===== src/rtl/router_sw_alloc.sv =====
// Switch allocator: one round-robin arbiter per output port.
// Each grant is held until the packet's tail flit transfers.
// The block drives the per-flit handshake and the crossbar select.
module router_sw_alloc #(
    parameter int unsigned NUM_PORTS = 5,
    parameter int unsigned SEL_W     = $clog2(NUM_PORTS)
) (
    input  logic                         clk,
    input  logic                         srst,
    input  logic [NUM_PORTS-1:0]         req_val,
    input  logic [NUM_PORTS*SEL_W-1:0]   req_dst,
    input  logic [NUM_PORTS-1:0]         req_last,
    output logic [NUM_PORTS-1:0]         req_rdy,
    input  logic [NUM_PORTS-1:0]         out_rdy,
    output logic [NUM_PORTS-1:0]         out_val,
    output logic [NUM_PORTS*SEL_W-1:0]   out_sel,
    output logic                         bad_dst
);

    typedef enum logic {ST_IDLE, ST_BUSY} state_t;

    localparam logic [SEL_W-1:0] LAST_RST = SEL_W'(NUM_PORTS - 1);

    state_t             state_q [NUM_PORTS];
    state_t             state_d [NUM_PORTS];
    logic [SEL_W-1:0]   owner_q [NUM_PORTS];
    logic [SEL_W-1:0]   owner_d [NUM_PORTS];
    logic [SEL_W-1:0]   last_q  [NUM_PORTS];
    logic [SEL_W-1:0]   last_d  [NUM_PORTS];
    logic               bad_dst_q;
    logic               bad_dst_d;

    // req_mat[o][i]: input i currently requests output o
    logic [NUM_PORTS-1:0] req_mat [NUM_PORTS];
    logic [NUM_PORTS-1:0] dst_bad;
    logic [NUM_PORTS-1:0] gnt_vld;
    logic [SEL_W-1:0]     gnt_idx [NUM_PORTS];

    // Decode each input's destination into per-output request vectors
    always_comb begin
        dst_bad = '0;
        for (int o = 0; o < NUM_PORTS; o++) begin
            req_mat[o] = '0;
        end
        for (int i = 0; i < NUM_PORTS; i++) begin
            for (int o = 0; o < NUM_PORTS; o++) begin
                if (req_val[i] && (req_dst[i*SEL_W +: SEL_W] == SEL_W'(o))) begin
                    req_mat[o][i] = 1'b1;
                end
            end
            if (req_val[i] && (32'(req_dst[i*SEL_W +: SEL_W]) >= NUM_PORTS)) begin
                dst_bad[i] = 1'b1;
            end
        end
    end

    // Round-robin pick per output: first requester after last[o], wrapping
    always_comb begin
        for (int o = 0; o < NUM_PORTS; o++) begin
            gnt_vld[o] = 1'b0;
            gnt_idx[o] = '0;
            for (int unsigned k = 1; k <= NUM_PORTS; k++) begin
                if (!gnt_vld[o] &&
                    req_mat[o][SEL_W'((32'(last_q[o]) + k) % NUM_PORTS)]) begin
                    gnt_vld[o] = 1'b1;
                    gnt_idx[o] = SEL_W'((32'(last_q[o]) + k) % NUM_PORTS);
                end
            end
        end
    end

    // Handshake and crossbar select from the locked owner of each output
    always_comb begin
        req_rdy = '0;
        out_val = '0;
        out_sel = '0;
        for (int o = 0; o < NUM_PORTS; o++) begin
            if (state_q[o] == ST_BUSY) begin
                out_val[o] = req_val[owner_q[o]] && out_rdy[o];
                out_sel[o*SEL_W +: SEL_W] = owner_q[o];
                if (out_val[o]) begin
                    req_rdy[owner_q[o]] = 1'b1;
                end
            end
        end
    end

    // Next state: grant when idle, release after the tail flit fires
    always_comb begin
        bad_dst_d = bad_dst_q | (|dst_bad);
        for (int o = 0; o < NUM_PORTS; o++) begin
            state_d[o] = state_q[o];
            owner_d[o] = owner_q[o];
            last_d[o]  = last_q[o];
            if (state_q[o] == ST_IDLE) begin
                if (gnt_vld[o]) begin
                    state_d[o] = ST_BUSY;
                    owner_d[o] = gnt_idx[o];
                end
            end else if (out_val[o] && req_last[owner_q[o]]) begin
                state_d[o] = ST_IDLE;
                last_d[o]  = owner_q[o];
            end
        end
    end

    // State registers; reset gives input 0 first priority everywhere
    always_ff @(posedge clk) begin
        if (srst) begin
            for (int o = 0; o < NUM_PORTS; o++) begin
                state_q[o] <= ST_IDLE;
                owner_q[o] <= '0;
                last_q[o]  <= LAST_RST;
            end
            bad_dst_q <= 1'b0;
        end else begin
            for (int o = 0; o < NUM_PORTS; o++) begin
                state_q[o] <= state_d[o];
                owner_q[o] <= owner_d[o];
                last_q[o]  <= last_d[o];
            end
            bad_dst_q <= bad_dst_d;
        end
    end

    assign bad_dst = bad_dst_q;

endmodule


===== config.mk =====
export PLATFORM = sky130hd
export DESIGN_NAME = router_sw_alloc
export DESIGN_NICKNAME = d
export VERILOG_FILES = /design/src/rtl/router_sw_alloc.sv
export SDC_FILE = /design/constraint.sdc
export NUM_CORES = 1
export LEC_CHECK = 0
export ABC_AREA = 1
export CORE_ASPECT_RATIO = 1.2
export CORE_UTILIZATION = 68
export DETAILED_ROUTE_END_ITERATION = 16
export GPL_ROUTABILITY_DRIVEN = 1
export PLACE_DENSITY = 0.95
export RECOVER_POWER = 100
export SETUP_SLACK_MARGIN = 0.15
export SLEW_MARGIN = 20
export SYNTH_ARGS = -nofsm -noshare
export SYNTH_HDL_FRONTEND = slang
export SYNTH_SLANG_ARGS = --single-unit

===== constraint.sdc =====
create_clock -name clk -period 6.5 [get_ports clk]
set_input_delay 1.3 -clock clk [delete_from_list [all_inputs] [get_ports clk]]
set_output_delay 1.3 -clock clk [all_outputs]
set_load 0.05 [all_outputs]

==> metrics.csv <==
stage,metric,value,unit
status,status,completed,
cells_and_area,Area Overhead vs Synth,7.87,%
routing,post-route ant nets,0,
logic_synthesis,Synth area leaders,"nand2_1 18%, ha_1 15%, nand3_1 11%",
critical_path,crit path capture type,output pin,
timing,Final Critical Period,5320,ps
routing,routed vias/inst,5.79,
global_routing,largest net degree at the start of global routing,21,
global_routing,first-pass GRT wire length,41900,um
cells_and_area,final cell count without fillers,1892,
cells_and_area,fraction of layout cells with a size suffix above 1,6.38,%
routing,via count,11000,
die,# IOs,58,
placed_design,Placed Area,0.0101,mm2
timing,worst-margin pin slew,761,ps
timing,period utilization,81.8,%
clock_network,# Post-CTS Setup Buffers,0,
clock_network,root buffer selected by CTS,clkbuf_16,
die,die width,110,um
clock_network,Hold Buf Count CTS,0,
clock_network,Clock Sinks,36,
logic_synthesis,top-area cell type share of the netlist area,18.2,%
logic_synthesis,synth cell count leaders,"460 x nand2_1, 271 x inv_1, 207 x nand3_1",
power,worst ir drop on vdd,294,uV
clock_network,cts repair resizes,0,
flow_run,maxcap violations,0,
clock_network,CTS Buf Count,5,
logic_synthesis,Synth warnings,0,
timing,Slew HR,49.1,%
clock_network,TritonCTS clock tree,done,
die,core area,0.0134,mm2
cells_and_area,Post-layout nets,1870,
logic_synthesis,sequential area share after synthesis,7.58,%
logic_synthesis,Syn Area/Cell,5.64,um2
die,row count,46,
timing,RSZ-0062 raised after global routing,false,
routing,average wire per standard cell,13.6,um
clock_network,maximum clock path buffer count,2,
timing,count of pins over their slew limit,0,
logic_synthesis,Synth Cell Area,0.00950,mm2
cells_and_area,fin util,76.4,%
logic_synthesis,Gate Count Post-Synth,1686,
power,Pwr Density,426,mW/mm2
routing,Iter 0 DRT Violations,925,
cells_and_area,post-route cell area,0.0103,mm2
timing,final setup vio count,0,
logic_synthesis,cell with the most instances after synthesis,nand2_1,
placed_design,Port-buffer cells,57,
routing,DRC viols,0,
critical_path,CP Data Arrival Time,4020,ps
global_routing,number of global-route vias before repair,9405,
timing,maximum clock frequency,0.188,GHz
critical_path,Worst EP required,5200,ps
clock_network,clock slew at reported path FFs,60,ps
critical_path,Critical Path Source Type,input pin,
logic_synthesis,Netlist cell types,63,
global_routing,antenna violations before repair,0,
logic_synthesis,Post-Syn Nets,1834,
timing,Layout Skew,2.49,ps
placed_design,final weighted congestion in routability-driven placement,0.984,
routing,Pre-Repair DR Iteration Count,6,
timing,Final Hold Fails,0,
logic_synthesis,prevailing post-synth register cell,dfxtp_1,
routing,aggregate routed wire length,25600,um
critical_path,FF-to-FF path depth,22,
global_routing,GR Overflow Total,0,
die,Die Ht,132,um
critical_path,"Max FO, Critical Path",8,
clock_network,clock latency on the worst-skew pair,280,ps
logic_synthesis,Post-synth EDFFs,0,
die,Initial Util,70.9,%
cells_and_area,Fillers,1108,
die,DIE AREA,0.0145,mm2
critical_path,Setup Crit Path Kind,input pin to output pin,
hold_path,Worst Hold Class,flop to flop,
placed_design,Post-Place Cells,1883,
clock_network,H-tree Lvls,2,
logic_synthesis,largest area contributor in the netlist,nand2_1,
logic_synthesis,"Async S/R FF share, synth",0,%
placed_design,DP HPWL,20800,um
global_routing,Tot GR Track Use,34.9,%
power,Pleak,5.60,nW
hold_path,WHS Path Cells,2,
timing,Sum Neg Setup Slack,0,ps
logic_synthesis,Seq cells post-synth,36,
worst max-delay path, stage by stage:
cell           delay, ps
dlygate4sd3_1        760
o21ai_0              130
o221ai_1             190
nand2_1               90
nor2_1               290
a32o_1               230
a31oi_1               60
nand3_1              100
dlygate4sd3_1        870
metrics by stage:
| step | setup WS, ps | total power [mW] | hold slack, ps |
|---|---|---|---|
| finish | 1180 | 4.37 | 520 |
| floorplan | 1560 | 3.38 | 483 |
| detailed placement | 1390 | 4.09 | 504 |
| global placement | 1430 | 3.97 | 496 |
| CTS | 1370 | 4.38 | 513 |
| global route | 1030 | 4.85 | 551 |
sequential cells by signal, indices dropped and copies added (netlist names):
name / flops
state_q: 5
last_q: 15
bad_dst: 1
owner_q: 15
power by group:
group	total, mW	internal, mW	leakage (nW)	switching (mW)
clock	0.273	0.180	0.0808	0.0931
sequential	0.410	0.283	0.295	0.127
combinational	3.68	1.21	5.23	2.47
total	4.37	1.67	5.60	2.69
cell families (layout without fill, tap and decap cells):
logic type               Yosys count  count (layout)  share of synthesized area (%)
flip-flops                        36              36                           7.58
other                              0               1                              0
XOR/XNOR                          34              34                           3.45
AO/OA/AOI/OAI                    211             211                           13.5
buffers and inverters            323             360                           13.2
adder cells (fa/ha/maj)          116             116                           15.4
AND/OR/NAND/NOR                  966             966                           46.8
layer usage:
metal	vias up	wire, um	global-route usage [%]
met1	4846	11100	45.6
li1	5546	-	-
met3	78	2020	3.67
met5	-	0	0
met4	0	799	12.7
met2	486	11700	58.1
cells in the final DEF, fill, tap and decap left out, types with 19 or more instances in the layout:
master / instances
nand2_1: 463
inv_1: 275
nand3_1: 208
nor2_1: 122
ha_1: 114
o21ai_0: 69
a21oi_1: 52
nor3_1: 41
dfxtp_1: 36
nand4_1: 35
nand2_2: 33
dlygate4sd3_1: 29
clkdlybuf4s50_1: 28
xor2_1: 26
nand3b_1: 20
o211ai_1: 19
final timing paths:
kind / start / to / slack (ps)
setup reg to reg: last_q[0][12] / owner_q[0][14] / 1800
hold / removal: state_q[0][0] / state_q[0][0] / 520
hold reg to reg: state_q[0][0] / state_q[0][0] / 520
setup / recovery: req_val[0] / req_rdy[2] / 1180
final cells by class:
| class | count | area, um2 | share of cell area, % |
|---|---|---|---|
| Antenna cell | 1 | 2.50 | 0.0244 |
| Timing Repair Buffer | 57 | 571 | 5.57 |
| Inverter | 295 | 1110 | 10.8 |
| Multi-Input combinational cell | 1327 | 7470 | 72.9 |
| Tap cell | 168 | 210 | 2.05 |
| Clock inverter | 2 | 35.0 | 0.342 |
| Clock buffer | 6 | 129 | 1.26 |
| Sequential cell | 36 | 721 | 7.03 |
(Power assumes the default switching activity.)
